**config.mk**
```make
export PLATFORM = sky130hd
export DESIGN_NAME = mask_centroid_flat
export DESIGN_NICKNAME = d
export VERILOG_FILES = /design/src/rtl/mask_centroid_if.sv /design/src/rtl/mask_centroid.sv /design/src/flat_wrapper.sv
export SDC_FILE = /design/constraint.sdc
export NUM_CORES = 1
export LEC_CHECK = 0
export BUFFER_PORTS_ARGS = -buffer_cell sky130_fd_sc_hd__buf_2
export CORE_UTILIZATION = 35
export CTS_BUF_LIST = sky130_fd_sc_hd__clkbuf_8
export DETAILED_ROUTE_END_ITERATION = 8
export GPL_TIMING_DRIVEN = 0
export PLACE_DENSITY = 0.56
export SETUP_SLACK_MARGIN = 0.4
export SYNTH_ARGS = -nofsm -noshare
export SYNTH_HDL_FRONTEND = slang
export SYNTH_SLANG_ARGS = --single-unit
export TNS_END_PERCENT = 5
```
**constraint.sdc**
```tcl
create_clock -name clk -period 5.9 [get_ports clk]
set_clock_uncertainty 0.15 [all_clocks]
set_input_delay 0.885 -clock clk [delete_from_list [all_inputs] [get_ports clk]]
set_output_delay 0.885 -clock clk [all_outputs]
set_load 0.1 [all_outputs]
```
**src/rtl/mask_centroid_if.sv**
```systemverilog
// Video bus between the morphology stages and the centroid sink.
// The source drives the *_in fields; the sink drives the re-emitted *_out fields.
interface mask_centroid_if;
  logic [23:0] mask_in;
  logic        de_in;
  logic        h_sync_in;
  logic        v_sync_in;
  logic [23:0] pixel_out;
  logic        de_out;
  logic        h_sync_out;
  logic        v_sync_out;

  modport master (
    output mask_in, de_in, h_sync_in, v_sync_in,
    input  pixel_out, de_out, h_sync_out, v_sync_out
  );

  modport slave (
    input  mask_in, de_in, h_sync_in, v_sync_in,
    output pixel_out, de_out, h_sync_out, v_sync_out
  );
endinterface

```
**src/rtl/mask_centroid.sv**
```systemverilog
// Binary-mask centroid tracker: per-frame moments, sequential division at frame end,
// and a one-cycle re-emitted stream with a red crosshair at the previous centroid.
module mask_centroid #(
  parameter int IMG_W = 64,
  parameter int IMG_H = 64,
  parameter int ACC_W = 32
) (
  input  logic              clk,
  input  logic              rst_n,
  mask_centroid_if.slave    vid,
  output logic [10:0]       x_c,
  output logic [10:0]       y_c,
  output logic              c_valid,
  output logic              busy,
  output logic              empty,
  output logic              overrun,
  output logic [1:0]        state_dbg
);
  // Stream has no backpressure: every de/sync/pixel beat is consumed in its own
  // cycle, and c_valid is a one-cycle qualifier for the x_c/y_c values beside it.
  localparam int CW    = 11;
  localparam int CNT_W = $clog2(ACC_W + 1);

  typedef enum logic [1:0] {S_IDLE = 2'd0, S_DIV = 2'd1, S_DONE = 2'd2} state_t;

  state_t state, state_nxt;

  logic              de_q, h_q, v_q;
  logic [23:0]       pix_q;
  logic [CW-1:0]     x_cnt, y_cnt;
  logic [ACC_W-1:0]  m00, sx, sy;
  logic [ACC_W-1:0]  dvd_x, dvd_y, rem_x, rem_y, dvsr;
  logic [CNT_W-1:0]  bit_cnt;
  logic              cent_ok;

  logic              frame_end, de_fall, fg;
  logic              div_load, div_step, div_finish, empty_hit, overrun_hit;
  logic [ACC_W:0]    shx, shy, subx, suby;
  logic              gex, gey;

  assign frame_end = vid.v_sync_in & ~v_q;
  assign de_fall   = ~vid.de_in & de_q;
  assign fg        = |vid.mask_in;

  assign vid.pixel_out  = pix_q;
  assign vid.de_out     = de_q;
  assign vid.h_sync_out = h_q;
  assign vid.v_sync_out = v_q;
  assign state_dbg      = state;

  // Pixel coordinates
  always_ff @(posedge clk or negedge rst_n) begin
    if (!rst_n) begin
      x_cnt <= '0;
      y_cnt <= '0;
    end else begin
      if (vid.de_in) begin
        if (x_cnt != CW'(IMG_W - 1)) x_cnt <= x_cnt + CW'(1);
      end else begin
        x_cnt <= '0;
      end
      if (frame_end)
        y_cnt <= '0;
      else if (de_fall && (y_cnt != CW'(IMG_H - 1)))
        y_cnt <= y_cnt + CW'(1);
    end
  end

  // Moment accumulators; a frame end always starts a fresh frame, even if the divider is busy.
  always_ff @(posedge clk or negedge rst_n) begin
    if (!rst_n) begin
      m00 <= '0;
      sx  <= '0;
      sy  <= '0;
    end else if (frame_end) begin
      m00 <= '0;
      sx  <= '0;
      sy  <= '0;
    end else if (vid.de_in && fg) begin
      m00 <= m00 + ACC_W'(1);
      sx  <= sx + ACC_W'(x_cnt);
      sy  <= sy + ACC_W'(y_cnt);
    end
  end

  // FSM: state register
  always_ff @(posedge clk or negedge rst_n) begin
    if (!rst_n) state <= S_IDLE;
    else        state <= state_nxt;
  end

  // FSM: next state
  always_comb begin
    state_nxt = state;
    case (state)
      S_IDLE: if (frame_end && (m00 != '0)) state_nxt = S_DIV;
      S_DIV:  if (bit_cnt == CNT_W'(ACC_W - 1)) state_nxt = S_DONE;
      S_DONE: state_nxt = S_IDLE;
      default: state_nxt = S_IDLE;
    endcase
  end

  // FSM: outputs
  always_comb begin
    busy        = (state != S_IDLE);
    div_load    = (state == S_IDLE) && frame_end && (m00 != '0);
    empty_hit   = (state == S_IDLE) && frame_end && (m00 == '0);
    overrun_hit = (state != S_IDLE) && frame_end;
    div_step    = (state == S_DIV);
    div_finish  = (state == S_DONE);
  end

  // Restoring division step: shift in the next dividend bit, subtract if it fits.
  always_comb begin
    shx  = {rem_x, dvd_x[ACC_W-1]};
    shy  = {rem_y, dvd_y[ACC_W-1]};
    subx = shx - {1'b0, dvsr};
    suby = shy - {1'b0, dvsr};
    gex  = (shx >= {1'b0, dvsr});
    gey  = (shy >= {1'b0, dvsr});
  end

  // Two dividers sharing the divisor; the dividend registers fill with quotient bits.
  always_ff @(posedge clk or negedge rst_n) begin
    if (!rst_n) begin
      dvd_x   <= '0;
      dvd_y   <= '0;
      rem_x   <= '0;
      rem_y   <= '0;
      dvsr    <= '0;
      bit_cnt <= '0;
      x_c     <= '0;
      y_c     <= '0;
      cent_ok <= 1'b0;
      c_valid <= 1'b0;
      empty   <= 1'b0;
      overrun <= 1'b0;
    end else begin
      c_valid <= div_finish;
      empty   <= empty_hit;
      overrun <= overrun_hit;
      if (div_load) begin
        dvd_x   <= sx;
        dvd_y   <= sy;
        dvsr    <= m00;
        rem_x   <= '0;
        rem_y   <= '0;
        bit_cnt <= '0;
      end else if (div_step) begin
        rem_x   <= gex ? subx[ACC_W-1:0] : shx[ACC_W-1:0];
        rem_y   <= gey ? suby[ACC_W-1:0] : shy[ACC_W-1:0];
        dvd_x   <= {dvd_x[ACC_W-2:0], gex};
        dvd_y   <= {dvd_y[ACC_W-2:0], gey};
        bit_cnt <= bit_cnt + CNT_W'(1);
      end
      if (div_finish) begin
        x_c     <= dvd_x[10:0];
        y_c     <= dvd_y[10:0];
        cent_ok <= 1'b1;
      end
    end
  end

  // Output stream; the crosshair compares against the centroid held when the pixel enters.
  always_ff @(posedge clk or negedge rst_n) begin
    if (!rst_n) begin
      de_q  <= 1'b0;
      h_q   <= 1'b0;
      v_q   <= 1'b0;
      pix_q <= '0;
    end else begin
      de_q <= vid.de_in;
      h_q  <= vid.h_sync_in;
      v_q  <= vid.v_sync_in;
      if (!vid.de_in)
        pix_q <= '0;
      else if (cent_ok && ((x_cnt == x_c) || (y_cnt == y_c)))
        pix_q <= 24'hFF0000;
      else
        pix_q <= vid.mask_in;
    end
  end
endmodule
```
**src/flat_wrapper.sv**
```systemverilog
// flat-port wrapper written by rule: the top's interface ports become plain ports
module mask_centroid_flat 
#(
  parameter int IMG_W = 64,
  parameter int IMG_H = 64,
  parameter int ACC_W = 32
)
  (clk, rst_n, x_c, y_c, c_valid, busy, empty, overrun, state_dbg, vid_mask_in, vid_de_in, vid_h_sync_in, vid_v_sync_in, vid_pixel_out, vid_de_out, vid_h_sync_out, vid_v_sync_out);
  mask_centroid_if vid_i ();
  input  logic clk;
  input  logic rst_n;
  output logic [10:0] x_c;
  output logic [10:0] y_c;
  output logic c_valid;
  output logic busy;
  output logic empty;
  output logic overrun;
  output logic [1:0] state_dbg;
  input wire logic [$bits(vid_i.mask_in)-1:0] vid_mask_in;
  input wire logic [$bits(vid_i.de_in)-1:0] vid_de_in;
  input wire logic [$bits(vid_i.h_sync_in)-1:0] vid_h_sync_in;
  input wire logic [$bits(vid_i.v_sync_in)-1:0] vid_v_sync_in;
  output wire logic [$bits(vid_i.pixel_out)-1:0] vid_pixel_out;
  output wire logic [$bits(vid_i.de_out)-1:0] vid_de_out;
  output wire logic [$bits(vid_i.h_sync_out)-1:0] vid_h_sync_out;
  output wire logic [$bits(vid_i.v_sync_out)-1:0] vid_v_sync_out;
  assign vid_i.mask_in = vid_mask_in;
  assign vid_i.de_in = vid_de_in;
  assign vid_i.h_sync_in = vid_h_sync_in;
  assign vid_i.v_sync_in = vid_v_sync_in;
  assign vid_pixel_out = vid_i.pixel_out;
  assign vid_de_out = vid_i.de_out;
  assign vid_h_sync_out = vid_i.h_sync_out;
  assign vid_v_sync_out = vid_i.v_sync_out;
  mask_centroid #(.IMG_W(IMG_W), .IMG_H(IMG_H), .ACC_W(ACC_W)) u_core (.clk(clk), .rst_n(rst_n), .vid(vid_i), .x_c(x_c), .y_c(y_c), .c_valid(c_valid), .busy(busy), .empty(empty), .overrun(overrun), .state_dbg(state_dbg));
endmodule
```
---- Word-level counts from Yosys, hierarchy flattened ----
Cells that the tools add are included.
cells by class
  eq/ne operators ......................... 10
  shift operators ......................... 0
  multiply operators ...................... 0
  add/subtract/negate cells ............... 8
  reductions and logical operators ........ 18
  magnitude comparators ................... 2
  multiplexer cells ....................... 27
  bitwise logic cells ..................... 4
  div/mod/pow operators ................... 0
operators with widths
  cell                     count
  $mux W32                 16
  $ge A33 B32 Y1           2
  $add A32 B11 Y32         2
  $sub A32 B32 Y32         2
  $mux W24                 2
  $mux W11                 4
  $add A32 B1 Y32 const B  1
  $logic_not A32 Y1        1
  $reduce_bool A32 Y1      1
  $reduce_or A24 Y1        1
  $add A11 B1 Y11 const B  2
  $eq A11 B11 Y1           2
  $ne A11 B6 Y1 const B    2
  $mux W6                  2
  $logic_and A1 B1 Y1      8
  $reduce_bool A2 Y1       4
  $add A6 B1 Y6 const B    1
  $eq A6 B5 Y1 const B     1
  $mux W2                  2
  $ne A2 B1 Y1 const B     2
  $pmux W2 S2              1
  $and A1 B1 Y1            2
  $eq A2 B1 Y1 const B     1
  $eq A2 B2 Y1 const B     1
  other kinds (5)          6
word-level totals
  latch bits .............................. 0
  bits in registers ....................... 339
  RAM bits ................................ 0
  bits of input ports ..................... 29
  bits in read-only memories .............. 0
  memories kept ........................... 0

---- Depth between registers and ports, before layout ----
Gate-level depths: netlist (run 1).
  depth after elaboration ................. 5
  depth in mapped cells ................... 14
  depth with buffers taken out ............ 12

---- Worst setup path before layout (run 1) ----
OpenSTA, ideal clock, no wires.
  path type ............................... register -> register
  start point ............................. reg u_core.state[1] (netlist: u_core.state_dbg[1])
  end point ............................... reg u_core.dvd_x[21]
  clock period less this slack ............ 3308 ps
  data arrival time ....................... 3092 ps
  data required time ...................... 5684 ps
  path slack .............................. 2592 ps
  cell stages (with the launch flop) ...... 9
  cell sequence ........................... dfrtp_1 > nor2_1 > inv_1 > nor3_1 > nor2_1 > clkbuf_1 > buf_1 > nand2_1 > nand2_1
on the way
  word-level cells in the longest chain between the ends .. 4
  elaborated cells on any way between the ends .. 6
RTL lines
  item                                            line                  RTL
  start: declaration                              mask_centroid.sv:26   state_t state, state_nxt;
  start signal: assignment                        mask_centroid.sv:89   else state <= state_nxt;
  $logic_not A2 Y1                                mask_centroid.sv:106  div_load = (state == S_IDLE) && frame_end && (m00 != '0);
  $logic_and A1 B1 Y1 (2 in a row)                mask_centroid.sv:106
  $mux W32 or $reduce_bool A2 Y1 (tied branches)  --
  end signal: assignment                          mask_centroid.sv:152  dvd_x <= {dvd_x[ACC_W-2:0], gex};
  end: declaration                                mask_centroid.sv:32   logic [ACC_W-1:0] dvd_x, dvd_y, rem_x, rem_y, dvsr;
Parallel ways exist; a longest one is shown, timed or not.
A chain may end at the register's enable or synchronous reset.

---- Final worst setup path (run 1) ----
  start point ............................. reg u_core.m00[27]
  end point ............................... reg u_core.dvd_y[11]
on the way
  word-level cells in the longest chain between the ends .. 3
  elaborated cells on any way between the ends .. 4
RTL lines
  item                                            line                  RTL
  start: declaration                              mask_centroid.sv:31   logic [ACC_W-1:0] m00, sx, sy;
  start signal: assignment                        mask_centroid.sv:80   m00 <= m00 + ACC_W'(1);
  $reduce_bool A32 Y1 *                           mask_centroid.sv:106
  $logic_and A1 B1 Y1 *                           mask_centroid.sv:106
  $mux W32 or $reduce_bool A2 Y1 (tied branches)  --
  end signal: assignment                          mask_centroid.sv:144  dvd_y <= sy;
  end signal: assignment                          mask_centroid.sv:153  dvd_y <= {dvd_y[ACC_W-2:0], gey};
  end: declaration                                mask_centroid.sv:32
Mark *: on every way between the ends. The rest lies on a longest branch, timed or not.

==> flow_metrics.env, run 1 <==
export IMPL_status="complete, no violations"
export IMPL_critical_path_class="flop to flop"
export IMPL_dieWidth_um=237.3
export IMPL_drc_errors=0
export IMPL_portBuffers=83
export IMPL_p_leak_nw=10.32
export IMPL_numCtsBuffers=68
export IMPL_grt_pass1_vias=15850
export IMPL_synth_compound_area_frac=0.1706
export IMPL_tightest_slew_ns=1.113
export IMPL_ys_top_cells_by_count="344 x nand2_1, 339 x dfrtp_1, 147 x nor2_1"
export IMPL_synth_nets=2253
export IMPL_synthSimpleGateAreaFrac=0.1873
export IMPL_synth_ff_type="dfrtp_1"
export IMPL_synthMuxAreaShare=0.03518
export IMPL_synth_top_family_by_area="simple AND/OR/NAND/NOR gates"
export IMPL_drv_cap=0
export IMPL_drtIter0Drc=1115
export IMPL_ys_seq_area_frac=0.4377
export IMPL_fin_cells=3031
export IMPL_dieArea_um2=56320
export IMPL_synth_fa_ha_area_frac=0.06288
export IMPL_dr_total_vias=16180
export IMPL_syn_to_final_growth_pct=14.14
export IMPL_cts_buffer_depth=3
export IMPL_setup_viol=0
export IMPL_grt_pass1_wl_mm=88.36
export IMPL_coreArea_um2=54240
export IMPL_synth_most_common_cell="nand2_1"
export IMPL_grt_antenna_before_repair=0
export IMPL_ys_async_sr_fraction=1.000
export IMPL_hold_buffers=1
export IMPL_grt_setup_unrepaired="no"
export IMPL_fin_crit_ns=4.057
export IMPL_synth_edf_count=0
export IMPL_start_util=0.3573
export IMPL_ant_nets=0
export IMPL_synth_area_leader_cell="dfrtp_1"
export IMPL_hold_viol_final=0
export IMPL_slew_viol_final=0
export IMPL_synthCells=2129
export IMPL_arrival_ns=4.51
export IMPL_postRouteWirelength_mm=54.85
export IMPL_overflow=0
export IMPL_critPathRequiredTime_ns=6.35
export IMPL_max_freq_mhz=246.5
export IMPL_synth_top_area_share=0.4377
export IMPL_vias_per_cell=5.337
export IMPL_worst_ir_drop_vdd_v=0.0003678
export IMPL_nets=2411
export IMPL_fp_dieH_um=237.3
export IMPL_h_tree_depth=3
export IMPL_hp_class="primary input to flop"
export IMPL_syn_avg_cell_area_um2=9.104
export IMPL_ys_ff_latch=339
export IMPL_ys_warn_count=0
export IMPL_end_kind="flop"
export IMPL_clkTransAtPathRegs_ns=0.06
export IMPL_io_pins=84
export IMPL_final_fill_count=5446
export IMPL_slew_headroom=0.2531
export IMPL_synth_area_um2=19380
export IMPL_crit_fanout=10
export IMPL_wire_per_inst_um=18.10
export IMPL_dp_cells=2912
export IMPL_num_rows=85
export IMPL_synth_distinct_cells=75
export IMPL_place_hpwl_mm=39.93
export IMPL_drive_gt1_frac=0.1054
export IMPL_synthXorXnorAreaFrac=0.07140
export IMPL_gp_congestion=0.9249
export IMPL_p_per_area_nw_per_um2=629.1
export IMPL_cts_tree="yes"
export IMPL_start_kind="flop"
export IMPL_dr_pass1_iters=5
export IMPL_cts_root_buf="clkbuf_8"
export IMPL_cts_sinks=339
export IMPL_cts_resized=0
export IMPL_synth_area_leaders="dfrtp_1 44%, nand2_1 6.7%, ha_1 5.9%"
export IMPL_track_usage=0.1981
export IMPL_grt_max_degree=113
export IMPL_clk_latency_ns=0.66
export IMPL_post_cts_buffers=0
export IMPL_period_share=0.6876
export IMPL_power_total_mw=13.92
==> power breakdown <==
group / total (mW) / switching [mW] / internal (mW)
registers: 3.51 / 0.481 / 3.03
logic: 8.01 / 5.00 / 3.01
clock network: 2.40 / 1.11 / 1.28
==> sequential cells by signal, summed over array words and instances, names as in the netlist <==
register and cells:
u_core.sy 32, u_core.dvsr 32, u_core.state_dbg 2, u_core.overrun 1, u_core.x_c 11, u_core.dvd_y 32
u_core.vid.h_sync_out 1, u_core.vid.v_sync_out 1, u_core.y_cnt 11, u_core.dvd_x 32, u_core.rem_y 32, u_core.cent_ok 1
u_core.y_c 11, u_core.vid.de_out 1, u_core.c_valid 1, u_core.sx 32, u_core.m00 32, u_core.empty 1
u_core.x_cnt 11, u_core.rem_x 32, u_core.bit_cnt 6, u_core.vid.pixel_out 24
==> metal layers <==
layer / global-route usage / part of all wire / up-vias
met1: 0.2718 / 0.47 / 7837
met2: 0.3116 / 0.45 / 385
li1: - / - / 7839
met5: 0 / 0 / -
met3: 0.03472 / 0.044 / 114
met4: 0.07410 / 0.033 / 0
==> placed cells by master (no fill, tap or decap), drive strengths merged, types with 15 or more instances in the layout <==
| cell | synthesis | layout |
|---|---|---|
| a22o | 17 | 17 |
| buf | 18 | 105 |
| mux2 | 25 | 25 |
| xor2 | 79 | 79 |
| a21o | 39 | 39 |
| or3 | 27 | 27 |
| dfrtp | 339 | 339 |
| o21ai | 147 | 147 |
| a22oi | 62 | 62 |
| o21a | 20 | 20 |
| a21oi | 122 | 122 |
| nor2 | 149 | 149 |
| o21bai | 15 | 15 |
| and3 | 23 | 23 |
| nor4 | 26 | 26 |
| nor2b | 20 | 20 |
| and2 | 31 | 31 |
| ha | 91 | 91 |
| mux2i | 40 | 40 |
| nand4 | 33 | 33 |
| nor3 | 34 | 34 |
| nand2 | 344 | 344 |
| xnor2 | 79 | 79 |
| nand3 | 64 | 64 |
| inv | 69 | 94 |
| clkbuf | 86 | 169 |
==> per-stage QoR <==
step           utilization  TNS [ns]  hold WS (ns)  instance area, um2  setup WS, ns
2_1_floorplan            -         0        0.2776               19380         2.592
3_3_place_gp        0.3811  -1036.87        0.2934               20670        -3.088
3_5_place_dp        0.3830         0        0.2983               20770         1.604
4_1_cts             0.4078         0        0.1277               22120         1.763
5_1_grt             0.4078         0        0.1378               22120         1.643
6_report            0.4079         0        0.1801               22120         1.843
==> logic make-up after synthesis <==
kind of cell,Yosys count
AOI/OAI and AO/OA,510
xor gates and xnor gates,158
adders and majority gates,95
buffers and inverters,173
DFF,339
muxes,65
and+or+nand+nor,789
==> worst max-delay path: stages (launching register included) <==
cell	delay [ns]
dfrtp_1	0.44
nor4_1	0.56
nand4_1	0.22
nor2_1	0.26
nor3_2	0.06
buf_4	0.21
nor2_1	0.67
clkbuf_1	0.72
buf_1	0.49
nand2_1	0.13
nand2_1	0.08
==> final cells by class <==
| class | count | area, um2 | share of cell area |
|---|---|---|---|
| Buffer | 104 | 419.2 | 0.01895 |
| Timing Repair Buffer | 88 | 525.5 | 0.02375 |
| Multi-Input combinational cell | 1617 | 10230 | 0.4622 |
| Tap cell | 696 | 870.8 | 0.03936 |
| Inverter | 69 | 259.0 | 0.01171 |
| Clock buffer | 83 | 1142 | 0.05163 |
| Clock inverter | 34 | 195.2 | 0.008823 |
| Sequential cell | 339 | 8483 | 0.3834 |
| Antenna cell | 1 | 2.502 | 0.0001131 |
==> final timing paths <==
check,startpoint,to,slack (ns),cells past startpoint
min,vid_h_sync_in,u_core.vid.h_sync_out,0.18,1
max,u_core.m00[27],u_core.dvd_y[11],1.84,10
max reg2reg,u_core.m00[27],u_core.dvd_y[11],1.84,10
max in group asynchronous,rst_n,u_core.x_c[5],3.62,4
min reg2reg,u_core.cent_ok,u_core.cent_ok,0.31,1
min in group asynchronous,rst_n,u_core.dvd_y[15],0.56,2
No activity file was read; power rests on OpenSTA's default activity.
==> run 2: changes to the inputs <==
- ABC_AREA: unset -> 1
- PLACE_DENSITY: 0.56 -> 0.58
- clock period: 5.9 -> 3.7 ns (I/O delays scaled with it)
==> flow_metrics.env, run 2 <==
export IMPL_crit_fanout=10
export IMPL_syn_avg_cell_area_um2=6.891
export IMPL_end_kind="flop"
export IMPL_grt_pass1_wl_mm=121.2
export IMPL_start_util=0.3555
export IMPL_clk_latency_ns=0.72
export IMPL_final_util=0.4034
export IMPL_h_tree_depth=2
export IMPL_drc_errors=0
export IMPL_synth_edf_count=0
export IMPL_dieArea_um2=66630
export IMPL_cts_sinks=339
export IMPL_num_rows=93
export IMPL_p_int_mw=10.12
export IMPL_tns_ns=0
export IMPL_start_kind="flop"
export IMPL_final_cell_mix="1,043 x nand2_1, 513 x inv_1, 339 x dfrtp_1"
export IMPL_clkTransAtPathRegs_ns=0.06
export IMPL_ant_nets=0
export IMPL_synth_ff_type="dfrtp_1"
export IMPL_setup_slack_ns=0.8233
export IMPL_ys_warn_count=0
export IMPL_synth_area_leaders="dfrtp_1 37%, nand2_1 17%, inv_1 8.1%"
export IMPL_ys_seq_area_frac=0.3695
export IMPL_synth_distinct_cells=49
export IMPL_fp_dieH_um=258.1
export IMPL_grt_pass1_vias=21400
export IMPL_placed_cell_area_um2=24540
export IMPL_cts_buffer_depth=3
export IMPL_clockPowerShare=0.192
export IMPL_hold_viol_final=0
export IMPL_p_leak_nw=13.20
export IMPL_cpMostUsedCell="clkbuf_1"
export IMPL_fin_crit_ns=2.877
export IMPL_cp_top_family="buffers and inverters"
export IMPL_p_per_area_nw_per_um2=738.1
export IMPL_overflow=0
export IMPL_hp_class="flop to flop"
export IMPL_dieWidth_um=258.1
export IMPL_synth_nets=3456
export IMPL_critical_path_class="flop to flop"
export IMPL_grt_max_degree=94
export IMPL_synthCells=3332
export IMPL_tightest_slew_ns=1.078
export IMPL_gp_congestion=0.9513
export IMPL_critPathRequiredTime_ns=4.09
export IMPL_grt_antenna_before_repair=1
export IMPL_critPathMaxStageDelay_ns=0.87
export IMPL_nets=3632
export IMPL_synth_most_common_cell="nand2_1"
export IMPL_synth_area_leader_cell="dfrtp_1"
export IMPL_dp_cells=4273
export IMPL_swShare=0.4738
export IMPL_synth_area_um2=22960
export IMPL_drtIter0Drc=1839
export IMPL_path_cells="inv_1 > nand2_1 > clkbuf_1 > clkbuf_1 > o221ai_1"
export IMPL_status="complete, no violations"
export IMPL_synth_top_area_share=0.3695
export IMPL_worst_ir_drop_vdd_v=0.0003670
export IMPL_crit_slowest_cell="clkbuf_1"
export IMPL_arrival_ns=3.27
export IMPL_io_pins=84
export IMPL_drv_cap=0
export IMPL_drive_gt1_frac=0.08030
export IMPL_cp_buffers_inverters=3
export IMPL_setup_viol=0
export IMPL_ys_ff_latch=339
export IMPL_final_common_cell="nand2_1"
export IMPL_p_seq_frac=0.271
export IMPL_track_usage=0.2318
export IMPL_portBuffers=83
export IMPL_coreArea_um2=64580
export IMPL_cts_resized=0
export IMPL_slew_viol_final=0
export IMPL_slew_headroom=0.2816
export IMPL_wire_per_inst_um=17.62
export IMPL_fin_cells=4405
export IMPL_ys_async_sr_fraction=1.000
export IMPL_syn_to_final_growth_pct=13.47
export IMPL_place_hpwl_mm=60.03
export IMPL_p_comb_frac=0.537
export IMPL_cts_tree="yes"
export IMPL_post_place_ws_ns=0.6971
export IMPL_switchingPower_mw=9.112
export IMPL_numCtsBuffers=60
export IMPL_postRouteWirelength_mm=77.60
export IMPL_dr_total_vias=22410
export IMPL_period_share=0.7775
export IMPL_ys_top_cells_by_count="1,043 x nand2_1, 497 x inv_1, 339 x dfrtp_1"
export IMPL_final_area_um2=26050
export IMPL_dr_pass1_iters=6
export IMPL_vias_per_cell=5.086
export IMPL_max_freq_mhz=347.6
export IMPL_grt_setup_unrepaired="no"
export IMPL_cts_root_buf="clkbuf_8"
-- run 2: cell types whose count changed after synthesis, sizes merged, moves of 39 or more --
cell,before,now
inv,69,502
clkbuf,86,39
o211ai,6,45
nand2,344,1065
mux2i,40,0
buf,18,60
xnor2,79,40
nand4,33,79
xor2,79,30
nand3b,2,49
a22oi,62,0
nand3,64,346
nor2,149,236
-- run 2: tightest hold or removal path: stages (launching register included) --
cell and delay, ns:
dfrtp_1 0.34, nand2_1 0.05, o21ai_0 0.06
-- run 2: final cells by class --
class | instances | area (um2)
fillers | 6926 | 38530
multi-input cells | 2391 | 12100
flip-flops and latches | 339 | 8483
inverters | 503 | 1888
well taps | 855 | 1070
clock buffers | 75 | 1032
repair buffers | 114 | 788.3
plain buffers | 99 | 493.0
clock inverters | 28 | 198.9
diodes | 1 | 2.502
-- run 2: layer usage --
metal	vias to the layer above	GRT usage	wire (um)
li1	11080	-	-
met1	10520	0.3221	35850
met2	684	0.3690	34570
met3	123	0.02827	4493
met4	0	0.08333	2683
met5	-	0	0
-- run 2: logic make-up (layout without fill, tap and decap cells) --
kind of cell	Yosys count	count (layout)	share of synthesized area
XOR/XNOR	70	70	0.02670
adder cells (fa/ha/maj)	95	95	0.05308
other	0	1	0
AO/OA/AOI/OAI	345	345	0.08817
buffers and inverters	602	819	0.1037
flip-flops	339	339	0.3695
AND/OR/NAND/NOR	1881	1881	0.3589
-- run 2: metrics by stage --
stage	hold slack, ns	total power, mW
6_report	0.3326	19.23
4_1_cts	0.3084	19.27
3_5_place_dp	0.3232	15.49
3_3_place_gp	0.3182	15.44
5_1_grt	0.3217	20.95
2_1_floorplan	0.1094	12.71
-- run 2: worst paths after layout --
check,startpoint,to,slack [ns],cells after the start
setup / recovery,u_core.state_dbg[1],u_core.dvd_y[10],0.82,5
hold / removal,u_core.dvsr[25],u_core.dvsr[25],0.33,2
setup reg to reg,u_core.state_dbg[1],u_core.dvd_y[10],0.82,5
hold reg to reg,u_core.dvsr[25],u_core.dvsr[25],0.33,2
max in group asynchronous,rst_n,u_core.dvsr[23],1.79,4
min in group asynchronous,rst_n,u_core.rem_y[13],0.35,2
-- run 2: power groups by stage --
stage / clock [mW] / sequential (mW) / combinational (mW)
2_1_floorplan: 0 / 5.23 / 7.48
3_3_place_gp: 0 / 5.25 / 10.2
3_5_place_dp: 0 / 5.24 / 10.2
4_1_cts: 3.78 / 5.20 / 10.3
5_1_grt: 3.95 / 5.31 / 11.7
6_report: 3.69 / 5.21 / 10.3
-- run 2: what timing repair did --
item	4_1_cts	5_1_grt
buffers inserted	0	0
hold endpoints to repair	116	0
hold buffers	28	0
==> run 3: changes to the inputs <==
- ABC_AREA: 1 -> 0
- clock period: 3.7 -> 2.6 ns (I/O delays scaled with it)
==> flow_metrics.env, run 3 (synthesis gave the netlist of run 1 again) <==
export IMPL_p_per_area_nw_per_um2=1448
export IMPL_start_util=0.3573
export IMPL_setup_slack_ns=-0.6415
export IMPL_num_rows=85
export IMPL_cts_sinks=339
export IMPL_place_hpwl_mm=40.26
export IMPL_dr_total_vias=16680
export IMPL_cts_tree="yes"
export IMPL_final_fill_count=5205
export IMPL_track_usage=0.2042
export IMPL_setup_viol=93
export IMPL_grt_antenna_before_repair=0
export IMPL_cts_buffer_depth=3
export IMPL_coreArea_um2=54240
export IMPL_nets=2468
export IMPL_tightest_slew_ns=0.9177
export IMPL_hold_viol_final=0
export IMPL_syn_to_final_growth_pct=25.14
export IMPL_crit_fanout=5
export IMPL_worst_ir_drop_vdd_v=0.0007592
export IMPL_status="complete, but fails checks"
export IMPL_fin_cells=3085
export IMPL_dp_cells=2911
export IMPL_io_pins=84
export IMPL_dieWidth_um=237.3
export IMPL_violations="negative setup slack"
export IMPL_grt_pass1_wl_mm=91.77
export IMPL_drive_gt1_frac=0.2412
export IMPL_max_freq_mhz=308.5
export IMPL_critPathRequiredTime_ns=2.98
export IMPL_overflow=0
export IMPL_clkTransAtPathRegs_ns=0.06
export IMPL_arrival_ns=3.62
export IMPL_gp_congestion=0.9268
export IMPL_final_common_cell="dfrtp_1"
export IMPL_worstReg2RegStart="u_core.dvsr[1]"
export IMPL_clk_latency_ns=0.72
export IMPL_fin_crit_ns=3.241
export IMPL_drtIter0Drc=1120
export IMPL_grt_pass1_vias=16600
export IMPL_period_share=1.247
export IMPL_ant_nets=0
export IMPL_start_kind="flop"
export IMPL_cp_startpoint="u_core.dvsr[1]"
export IMPL_grt_max_degree=107
export IMPL_slew_headroom=0.3882
export IMPL_numCtsBuffers=61
export IMPL_reg2reg_depth=12
export IMPL_vias_per_cell=5.406
export IMPL_slew_viol_final=0
export IMPL_fp_dieH_um=237.3
export IMPL_hp_class="primary input to flop"
export IMPL_cts_root_buf="clkbuf_8"
export IMPL_critical_path_class="flop to flop"
export IMPL_h_tree_depth=2
export IMPL_holdPathStages=4
export IMPL_final_cell_mix="317 x dfrtp_1, 277 x nand2_1, 133 x nor2_1"
export IMPL_drv_cap=0
export IMPL_wire_per_inst_um=18.67
export IMPL_drc_errors=0
export IMPL_min_delay_start="vid_de_in"
export IMPL_end_kind="flop"
export IMPL_worst_hold_slack_ns=0.09008
export IMPL_postRouteWirelength_mm=57.59
export IMPL_portBuffers=83
export IMPL_p_leak_nw=11.09
export IMPL_dr_pass1_iters=6
export IMPL_grt_setup_unrepaired="yes"
export IMPL_dieArea_um2=56320
==> run 3: path summary, 6_finish.rpt <==
check,to,slack [ns]
max,u_core.rem_x[26],-0.64
min,u_core.sx[11],0.09
max reg2reg,u_core.rem_x[26],-0.64
min reg2reg,u_core.state_dbg[1],0.31
max in group asynchronous,u_core.state_dbg[0],0.73
min in group asynchronous,u_core.y_cnt[2],0.14
==> run 3: final cells by class <==
cell class                      count  area (um2)  area share
Antenna cell                        1       2.502   0.0001032
Buffer                            104       810.8     0.03343
Clock buffer                       73        1005     0.04142
Clock inverter                     34       203.9    0.008409
Inverter                           69       265.3     0.01094
Multi-Input combinational cell   1617       11420      0.4707
Sequential cell                   339        8516      0.3511
Tap cell                          696       870.8     0.03590
Timing Repair Buffer              152        1164     0.04798
==> run 3: power by group <==
| group | switching, mW | total (mW) | internal [mW] |
|---|---|---|---|
| clock network | 2.40 | 5.05 | 2.65 |
| registers | 1.18 | 8.06 | 6.88 |
| logic | 13.0 | 22.0 | 9.05 |
| total | 16.5 | 35.1 | 18.6 |
==> run 3: worst max-delay path: stages (launching register included) <==
cell       delay, ns
dfrtp_2         0.43
inv_4           0.11
ha_4            0.21
nor2b_1         0.14
o31a_1          0.27
o31a_1          0.29
o2111ai_2       0.21
nand3_2         0.16
a41oi_4         0.37
buf_6           0.16
mux2_2          0.33
a22oi_1         0.13
nand3_1         0.11
==> run 3: per-stage QoR <==
stage | util | cell area (um2) | TNS (ns) | setup WS, ns | power (mW)
finish | 0.4472 | 24250 | -35.28 | -0.6415 | 35.13
global route | 0.4471 | 24250 | -48.89 | -0.7255 | 37.50
CTS | 0.4386 | 23790 | -34.50 | -0.5888 | 34.05
detailed placement | 0.3842 | 20840 | -171.62 | -1.331 | 26.20
global placement | 0.3824 | 20740 | -2126.55 | -7.039 | 25.88
floorplan | - | 19460 | -15.91 | -0.3068 | 21.78
==> run 3: routing by layer <==
layer  part of all wire  routed length [um]  global-route usage  vias up
met1               0.45               26120              0.2761     8211
met5                  0                   0                   0        -
met2               0.47               26950              0.3331      403
li1                   -                   -                   -     7947
met3              0.048                2761             0.03066      117
met4              0.031                1757             0.06960        0
==> run 3: timing repair <==
action / CTS / global route
cloned: 2 / 0
hold endpoints to repair: 108 / 0
hold buffers: 28 / 0
setup buffers: 20 / 16
gates resized for setup: 388 / 119
pin swaps: 104 / 60
setup endpoints to repair: 310 / 279
